### config.mk
export PLATFORM = sky130hd
export DESIGN_NAME = pong_game
export DESIGN_NICKNAME = d
export VERILOG_FILES = /design/src/rtl/pong_game.sv
export SDC_FILE = /design/constraint.sdc
export NUM_CORES = 1
export LEC_CHECK = 0
export BUFFER_PORTS_ARGS = -buffer_cell sky130_fd_sc_hd__buf_2
export CELL_PAD_IN_SITES_DETAIL_PLACEMENT = 1
export CELL_PAD_IN_SITES_GLOBAL_PLACEMENT = 1
export CORE_MARGIN = 2
export CORE_UTILIZATION = 45
export DETAILED_ROUTE_END_ITERATION = 16
export PLACE_DENSITY_LB_ADDON = 0.1
export SLEW_MARGIN = 20
export SYNTH_ARGS = -nofsm -noshare
export SYNTH_HDL_FRONTEND = slang
export SYNTH_SLANG_ARGS = --single-unit
### constraint.sdc
create_clock -name clk -period 10.15 [get_ports clk]
set_clock_uncertainty 0.05 [all_clocks]
set_input_delay 3.045 -clock clk [delete_from_list [all_inputs] [get_ports clk]]
set_output_delay 3.045 -clock clk [all_outputs]
set_load 0.03 [all_outputs]
### src/rtl/pong_game.sv
// pong_game: pixel-stage Pong for a 640x480 VGA timing generator.
//
// Game state (paddles, ball, scores, SERVE/PLAY/OVER control) advances once
// per frame on frame_tick (y == V_ACTIVE, x == 0), so positions are stable
// for the whole visible frame. Each cycle the current (x, y, de) is rendered
// to a registered RRGGBB colour, and the syncs are registered alongside it
// so colour and syncs leave on the same clock.
//
// Ports:
//   clk, rst_n                      pixel clock, async active-low reset
//   x, y, de                        pixel coordinate and active-video flag
//   hsync_in, vsync_in              syncs from the timing generator
//   btn_l_up/dn, btn_r_up/dn        asynchronous active-high paddle buttons
//   rgb                             {R[1:0], G[1:0], B[1:0]}, 1 cycle latency
//   hsync_o, vsync_o                syncs delayed to match rgb
//   score_l, score_r                binary scores
//
// Build option: define PONG_AI_EN to drive the right paddle from the ball
// position instead of btn_r_* (those buttons still release OVER).
module pong_game #(
  parameter int unsigned H_ACTIVE     = 640,
  parameter int unsigned V_ACTIVE     = 480,
  parameter int unsigned PADDLE_W     = 8,
  parameter int unsigned PADDLE_H     = 64,
  parameter int unsigned BALL_SIZE    = 8,
  parameter int unsigned LP_X         = 16,
  parameter int unsigned RP_X         = 616,
  parameter int unsigned PADDLE_STEP  = 4,
  parameter int unsigned BALL_STEP    = 2,
  parameter int unsigned SERVE_FRAMES = 60,
  parameter int unsigned WIN_SCORE    = 9
) (
  input  logic       clk,
  input  logic       rst_n,
  input  logic [9:0] x,
  input  logic [9:0] y,
  input  logic       de,
  input  logic       hsync_in,
  input  logic       vsync_in,
  input  logic       btn_l_up,
  input  logic       btn_l_dn,
  input  logic       btn_r_up,
  input  logic       btn_r_dn,
  output logic [5:0] rgb,
  output logic       hsync_o,
  output logic       vsync_o,
  output logic [3:0] score_l,
  output logic [3:0] score_r
);

  typedef enum logic [1:0] {SERVE = 2'd0, PLAY = 2'd1, OVER = 2'd2} state_e;

  // 11-bit copies so sums that can pass 1023 never wrap.
  localparam logic [10:0] HA = 11'(H_ACTIVE);
  localparam logic [10:0] VA = 11'(V_ACTIVE);
  localparam logic [10:0] PW = 11'(PADDLE_W);
  localparam logic [10:0] PH = 11'(PADDLE_H);
  localparam logic [10:0] BS = 11'(BALL_SIZE);
  localparam logic [10:0] PS = 11'(PADDLE_STEP);
  localparam logic [10:0] BST = 11'(BALL_STEP);
  localparam logic [10:0] LPX = 11'(LP_X);
  localparam logic [10:0] RPX = 11'(RP_X);

  localparam logic [9:0] BX0     = 10'((H_ACTIVE - BALL_SIZE) / 2);
  localparam logic [9:0] BY0     = 10'((V_ACTIVE - BALL_SIZE) / 2);
  localparam logic [9:0] PY0     = 10'((V_ACTIVE - PADDLE_H) / 2);
  localparam logic [9:0] PY_MAX  = 10'(V_ACTIVE - PADDLE_H);
  localparam logic [9:0] BY_MAX  = 10'(V_ACTIVE - BALL_SIZE);
  localparam logic [9:0] BX_LHIT = 10'(LP_X + PADDLE_W);
  localparam logic [9:0] BX_RHIT = 10'(RP_X - BALL_SIZE);
  localparam logic [9:0] NET_X0  = 10'(H_ACTIVE / 2 - 2);
  localparam logic [9:0] NET_X1  = 10'(H_ACTIVE / 2 + 1);
  localparam logic [7:0] SERVE_LAST = 8'(SERVE_FRAMES - 1);
  localparam logic [3:0] WIN     = 4'(WIN_SCORE);

  // {l_up, l_dn, r_up, r_dn}
  logic [3:0] btn_meta_q, btn_sync_q;
  state_e     state_q, state_d;
  logic [7:0] serve_cnt_q, serve_cnt_d;
  logic [9:0] bx_q, bx_d, by_q, by_d, lp_y_q, lp_y_d, rp_y_q, rp_y_d;
  logic       dx_q, dx_d, dy_q, dy_d;               // 1 = right / down
  logic [3:0] score_l_q, score_l_d, score_r_q, score_r_d;
  logic [5:0] rgb_q, rgb_d;
  logic       hsync_q, vsync_q;

  logic       frame_tick;
  logic [9:0] bx_mv, by_mv, lp_y_mv, rp_y_mv;
  logic       dx_mv, dy_mv, miss_l, miss_r;

  assign frame_tick = (y == 10'(V_ACTIVE)) && (x == '0);

  function automatic logic [9:0] paddle_next(input logic [9:0] py, input logic up,
                                             input logic dn);
    paddle_next = py;
    if (up && !dn)
      paddle_next = (11'(py) >= PS) ? py - 10'(PADDLE_STEP) : '0;
    else if (dn && !up)
      paddle_next = (11'(py) + PS > 11'(PY_MAX)) ? PY_MAX : py + 10'(PADDLE_STEP);
  endfunction

  function automatic logic overlap(input logic [9:0] ball_y, input logic [9:0] py);
    overlap = (11'(ball_y) + BS > 11'(py)) && (11'(ball_y) < 11'(py) + PH);
  endfunction

  // NOTE: sequential state uses non-blocking assignments so every flop samples
  // pre-edge values regardless of statement order.
  always_ff @(posedge clk or negedge rst_n) begin
    if (!rst_n) begin
      btn_meta_q <= '0;
      btn_sync_q <= '0;
    end else begin
      btn_meta_q <= {btn_l_up, btn_l_dn, btn_r_up, btn_r_dn};
      btn_sync_q <= btn_meta_q;
    end
  end

  assign lp_y_mv = paddle_next(lp_y_q, btn_sync_q[3], btn_sync_q[2]);

`ifdef PONG_AI_EN
  // Right paddle chases the ball centre; holds still within one step.
  logic [10:0] rp_ctr, ball_ctr;
  assign rp_ctr   = 11'(rp_y_q) + PH / 11'd2;
  assign ball_ctr = 11'(by_q) + BS / 11'd2;
  always_comb begin
    rp_y_mv = rp_y_q;
    if (ball_ctr > rp_ctr + PS)      rp_y_mv = paddle_next(rp_y_q, 1'b0, 1'b1);
    else if (ball_ctr + PS < rp_ctr) rp_y_mv = paddle_next(rp_y_q, 1'b1, 1'b0);
  end
`else
  assign rp_y_mv = paddle_next(rp_y_q, btn_sync_q[1], btn_sync_q[0]);
`endif

  // Candidate ball move for a PLAY tick; both axes resolve independently.
  always_comb begin
    // NOTE: every combinational output gets a default first so no path
    // leaves it unassigned, which would infer a latch.
    by_mv  = by_q;
    dy_mv  = dy_q;
    bx_mv  = bx_q;
    dx_mv  = dx_q;
    miss_l = 1'b0;
    miss_r = 1'b0;
    if (!dy_q) begin
      if (11'(by_q) < BST) begin by_mv = '0; dy_mv = 1'b1; end
      else by_mv = by_q - 10'(BALL_STEP);
    end else begin
      if (11'(by_q) + BS + BST > VA) begin by_mv = BY_MAX; dy_mv = 1'b0; end
      else by_mv = by_q + 10'(BALL_STEP);
    end
    // Paddle bounce is tested before the miss so it wins.
    if (!dx_q) begin
      if (11'(bx_q) <= LPX + PW && overlap(by_q, lp_y_q)) begin
        bx_mv = BX_LHIT; dx_mv = 1'b1;
      end else if (11'(bx_q) < BST) miss_r = 1'b1;
      else bx_mv = bx_q - 10'(BALL_STEP);
    end else begin
      if (11'(bx_q) + BS >= RPX && overlap(by_q, rp_y_q)) begin
        bx_mv = BX_RHIT; dx_mv = 1'b0;
      end else if (11'(bx_q) + BS + BST > HA) miss_l = 1'b1;
      else bx_mv = bx_q + 10'(BALL_STEP);
    end
  end

  always_comb begin
    state_d     = state_q;
    serve_cnt_d = serve_cnt_q;
    bx_d        = bx_q;
    by_d        = by_q;
    dx_d        = dx_q;
    dy_d        = dy_q;
    lp_y_d      = lp_y_q;
    rp_y_d      = rp_y_q;
    score_l_d   = score_l_q;
    score_r_d   = score_r_q;
    if (frame_tick) begin
      unique case (state_q)
        SERVE: begin
          if (serve_cnt_q == SERVE_LAST) begin
            serve_cnt_d = '0;
            state_d     = PLAY;
          end else serve_cnt_d = serve_cnt_q + 8'd1;
        end
        PLAY: begin
          bx_d = bx_mv; by_d = by_mv; dx_d = dx_mv; dy_d = dy_mv;
          if (miss_r) begin
            score_r_d = score_r_q + 4'd1;
            dx_d      = 1'b0;
            bx_d      = BX0;
            by_d      = BY0;
            state_d   = (score_r_d == WIN) ? OVER : SERVE;
          end else if (miss_l) begin
            score_l_d = score_l_q + 4'd1;
            dx_d      = 1'b1;
            bx_d      = BX0;
            by_d      = BY0;
            state_d   = (score_l_d == WIN) ? OVER : SERVE;
          end
        end
        OVER: begin
          if (|btn_sync_q) begin
            score_l_d = '0;
            score_r_d = '0;
            state_d   = SERVE;
          end
        end
        default: state_d = SERVE;
      endcase
      if (state_q != OVER) begin
        lp_y_d = lp_y_mv;
        rp_y_d = rp_y_mv;
      end
    end
  end

  always_ff @(posedge clk or negedge rst_n) begin
    if (!rst_n) begin
      state_q     <= SERVE;
      serve_cnt_q <= '0;
      bx_q        <= BX0;
      by_q        <= BY0;
      dx_q        <= 1'b1;
      dy_q        <= 1'b1;
      lp_y_q      <= PY0;
      rp_y_q      <= PY0;
      score_l_q   <= '0;
      score_r_q   <= '0;
    end else begin
      state_q     <= state_d;
      serve_cnt_q <= serve_cnt_d;
      bx_q        <= bx_d;
      by_q        <= by_d;
      dx_q        <= dx_d;
      dy_q        <= dy_d;
      lp_y_q      <= lp_y_d;
      rp_y_q      <= rp_y_d;
      score_l_q   <= score_l_d;
      score_r_q   <= score_r_d;
    end
  end

  // Render in priority order: blanking, ball, paddles, dashed centre net.
  always_comb begin
    rgb_d = 6'b000000;
    if (de) begin
      if (11'(x) >= 11'(bx_q) && 11'(x) < 11'(bx_q) + BS &&
          11'(y) >= 11'(by_q) && 11'(y) < 11'(by_q) + BS)
        rgb_d = 6'b111111;
      else if ((11'(x) >= LPX && 11'(x) < LPX + PW &&
                11'(y) >= 11'(lp_y_q) && 11'(y) < 11'(lp_y_q) + PH) ||
               (11'(x) >= RPX && 11'(x) < RPX + PW &&
                11'(y) >= 11'(rp_y_q) && 11'(y) < 11'(rp_y_q) + PH))
        rgb_d = 6'b111111;
      else if (x >= NET_X0 && x <= NET_X1 && !y[3])
        rgb_d = 6'b010101;
    end
  end

  always_ff @(posedge clk or negedge rst_n) begin
    if (!rst_n) begin
      rgb_q   <= '0;
      hsync_q <= 1'b0;
      vsync_q <= 1'b0;
    end else begin
      rgb_q   <= rgb_d;
      hsync_q <= hsync_in;
      vsync_q <= vsync_in;
    end
  end

  assign rgb     = rgb_q;
  assign hsync_o = hsync_q;
  assign vsync_o = vsync_q;
  assign score_l = score_l_q;
  assign score_r = score_r_q;

endmodule

==> impl_metrics.csv <==
group,metric,value,unit
synthesis,synthDominantCellAreaShare,19.1,%
global_routing,grt_max_degree,67,
synthesis,yosys_register_bits,66,
power,seq_power_share,40.2,%
synthesis,ys_async_sr_fraction,100,%
detailed_routing,routed_wirelength,26400,um
synthesis,synth-edff-count,0,
power,power_dissipated_by_switching_net_loads,0.000174,W
cells_and_area,share_of_cells_above_drive_strength_1,13.3,%
setup_path,worstSetupPathType,"in2reg",
global_routing,grt_pass1_vias,7761,
global_routing,first_pass_grt_wire_length,42300,um
hold_path,hold_path_cell_cnt,0,
timing,finalHoldWorstSlack,0.304,ns
cells_and_area,net_count_reported_at_finish,1074,
setup_path,worst_r2r_path_depth,13,
timing,max_clock_freq,0.173,GHz
setup_path,worst_path_dominant_cell_family,"simple AND/OR/NAND/NOR gates",
setup_path,crit_path_max_fanout,27,
synthesis,ys_warn_count,0,
floorplan,num_rows,47,
floorplan,die_w,133,um
setup_path,crit_path_from,"y[8]",
clocking,tritoncts,"yes",
timing,grt_setup_unrepaired,"false",
cells_and_area,final.fill_count,2072,
global_routing,globalRoute.busiestLayer,"met2",
placement,routabilityCongestion,0.926,
clocking,clock_tree.htree_level_count,3,
power,power.switching_fraction,26.1,%
clocking,cts_setup_buffers,0,
power,power.internal,0.000492,W
cells_and_area,area_delta_synth_final,8.22,%
synthesis,synth_cell_type_count,88,
detailed_routing,firstDrtPassIters,5,
power,ratio_of_total_power_to_cell_area,81.8,nW/um2
detailed_routing,route.detailed.drc,0,
synthesis,syn-num-nets,1062,
cells_and_area,finish.cell_count_without_fillers,1155,
hold_path,hold_path_startpoint,"btn_meta_q[2]$_DFF_PN0_",
global_routing,met2_usage,48.1,%
timing,relative_slew_slack,31.9,%
detailed_routing,antenna_left,0,
placement,numPlacedInstances,1139,
setup_path,worstReg2RegStart,"by_q[3]$_DFFE_PN1P_",
hold_path,worst_hold_check_path_type,"reg2reg",
timing,worst-slew-pin-transition,1.02,ns
flow_run,max_cap_viol_count,0,
detailed_routing,detailroute.via_count,7586,
synthesis,yosys-top-cells-area,"sky130_fd_sc_hd__ha_1 (19%), sky130_fd_sc_hd__dfrtp_1 (16%), sky130_fd_sc_hd__dfstp_2 (6.3%)",
power,vdd_ir_drop_max,0.000112,V
timing,slew_violations,0,
global_routing,grt_util_all_layers,30.1,%
timing,timing.setup.tns,0,ns
setup_path,cp_cell_sequence,"buf_2 > nor4bb_1 > nand4b_1 > nor2_1 > nand2_1 > a2111oi_0 > a211oi_2",
setup_path,crit_buf_inv,1,
synthesis,number_of_cells_produced_by_synthesis,918,
status,run_status,"finished, final reports clean",
setup_path,crit_path_start_kind,"primary input",
setup_path,setup.reg_to_reg.worst_slack,5.31,ns
setup_path,timing.critical_path.to_type,"flip-flop",
floorplan,floorplan.io_pins,45,
timing,timing.final.crit_share,57.0,%
hold_path,worst_hold_path.endpoint,"btn_sync_q[2]$_DFF_PN0_",
clocking,cts.root.buffer_cell,"sky130_fd_sc_hd__clkbuf_16",
setup_path,timing.critical_path.required,10.35,ns
floorplan,initial_core_util,45.7,%
detailed_routing,post_drt_via_cell_ratio,6.57,
synthesis,synth_seq_area_share,22.3,%
power,power.combinational.fraction,8.9,%
timing,hold_violations,0,
synthesis,yosys.area.top_type,"sky130_fd_sc_hd__ha_1",
global_routing,globalRouteMet1Util,41.1,%
placement,count_of_buffers_from_port_buffering,44,
floorplan,floorplan_die_height,133,um
detailed_routing,drt-initial-drc-count,488,
synthesis,synthMostInstantiatedCell,"sky130_fd_sc_hd__ha_1",
setup_path,cpMaxStageDelayCell,"sky130_fd_sc_hd__nand2_1",
synthesis,synth-main-ff-cell,"sky130_fd_sc_hd__dfrtp_1",
clocking,cts_hold_repair.buffers,0,
cells_and_area,n_antenna_cell,0,
floorplan,die_ar,17800,um2
global_routing,overall_overflow_remaining_after_global_route,0,
clocking,post_cts.resized_instances,0,
clocking,cts.clk_slew.worst_paths,0.06,ns
setup_path,r2r-end,"score_r[3]$_DFFE_PN0P_",
clocking,cts_sinks,66,
global_routing,met3_usage,3.58,%
detailed_routing,route.detailed.wl_per_inst,22.9,um
clocking,cts-root-to-sink-buffers,2,
timing,finalSetupViolations,0,
synthesis,ys_top_cells_by_count,"sky130_fd_sc_hd__ha_1 (115), sky130_fd_sc_hd__nand2_1 (72), sky130_fd_sc_hd__o21ai_0 (72)",
clocking,tritoncts.num_buffers,9,
clocking,clk_latency,0.35,ns
synthesis,syn_area_per_cell,8.19,um2
power,static-leakage-power,3.46,nW
global_routing,antenna_found_initial,0,
setup_path,timing.critical_path.slowest_cell_delay,0.73,ns
placement,place.detailed.hpwl,20300,um
floorplan,core_area,16500,um2
timing,finalCriticalPeriod,5.79,ns
power,power.clock.fraction,50.9,%
setup_path,cp.arrival,5.99,ns
synthesis,syn-cell-area,7520,um2
[state kept, by name, summed over array words and instances, names as in the netlist, 2 cells and up]
name	cells
btn_meta_q	4
btn_sync_q	4
bx_q	9
by_q	9
lp_y_q	8
rgb	2
rp_y_q	8
score_l	4
score_r	4
serve_cnt_q	8
state_q	2
[layout make-up]
| type | count | area, um2 | share of cell area (%) |
|---|---|---|---|
| clock buffer | 11 | 253 | 3.10 |
| sequential | 66 | 1670 | 20.6 |
| tap | 220 | 275 | 3.38 |
| inverter | 59 | 221 | 2.72 |
| clock inverter | 5 | 60.1 | 0.738 |
| timing repair buffer | 46 | 235 | 2.89 |
| multi-input combinational | 748 | 5420 | 66.6 |
[power by group through the flow]
stage,Clock (W),Combinational (W),Sequential [W]
after floorplan,0,0.0000280,0.000273
after global placement,0,0.0000550,0.000272
after detailed placement,0,0.0000584,0.000272
after CTS,0.000345,0.0000590,0.000268
after global routing,0.000356,0.0000666,0.000268
final,0.000339,0.0000591,0.000268
[metal layers]
layer	routed length [um]	vias up
met5	0	-
met4	865	0
met3	1380	57
met2	12200	242
met1	11900	3808
li1	-	3479
[cell usage in the layout (no fill, tap or decap), types with 8 or more instances in the layout]
cell type	n
sky130_fd_sc_hd__dfstp_2	18
sky130_fd_sc_hd__buf_2	44
sky130_fd_sc_hd__ha_1	115
sky130_fd_sc_hd__a21oi_1	53
sky130_fd_sc_hd__nor2b_1	8
sky130_fd_sc_hd__a211oi_1	12
sky130_fd_sc_hd__nor2_1	60
sky130_fd_sc_hd__a21o_1	8
sky130_fd_sc_hd__inv_1	57
sky130_fd_sc_hd__and3_1	13
sky130_fd_sc_hd__a31oi_1	20
sky130_fd_sc_hd__xnor2_1	26
sky130_fd_sc_hd__o21a_1	9
sky130_fd_sc_hd__nor3_1	19
sky130_fd_sc_hd__o21ai_0	72
sky130_fd_sc_hd__o211ai_1	16
sky130_fd_sc_hd__nor3b_1	8
sky130_fd_sc_hd__nand3_1	29
sky130_fd_sc_hd__nand2_1	72
sky130_fd_sc_hd__o22ai_1	10
sky130_fd_sc_hd__nand4_1	20
sky130_fd_sc_hd__dfrtp_1	48
sky130_fd_sc_hd__clkbuf_16	9
sky130_fd_sc_hd__o31ai_1	15
[how the worst max path moves through the flow]
stage / endpoint / depth (start not counted)
2_1_floorplan: score_l[3]$_DFFE_PN0P_ / 7
3_3_place_gp: bx_q[7]$_DFFE_PN0P_ / 8
3_5_place_dp: by_q[3]$_DFFE_PN1P_ / 7
4_1_cts: by_q[3]$_DFFE_PN1P_ / 7
5_1_grt: by_q[3]$_DFFE_PN1P_ / 7
6_report: by_q[3]$_DFFE_PN1P_ / 7
[logic make-up after synthesis]
family | share of synthesized area, %
flip-flops | 22.3
XOR/XNOR | 3.58
buffers and inverters | 5.80
AND/OR/NAND/NOR | 21.5
AO/OA/AOI/OAI | 27.2
adder cells (fa/ha/maj) | 19.1
multiplexers | 0.549
[per-stage QoR]
step / total power, W / instance area, um2 / util [%] / setup slack (ns)
after floorplan: 0.000301 / 7520 / - / 5.11
after global placement: 0.000327 / 7820 / 47.5 / 4.16
after detailed placement: 0.000331 / 7820 / 47.5 / 4.09
after CTS: 0.000671 / 8130 / 49.4 / 4.36
after global routing: 0.000691 / 8140 / 49.4 / 4.09
final: 0.000666 / 8140 / 49.4 / 4.36
Note: power is estimated with default switching activity, not from simulation.
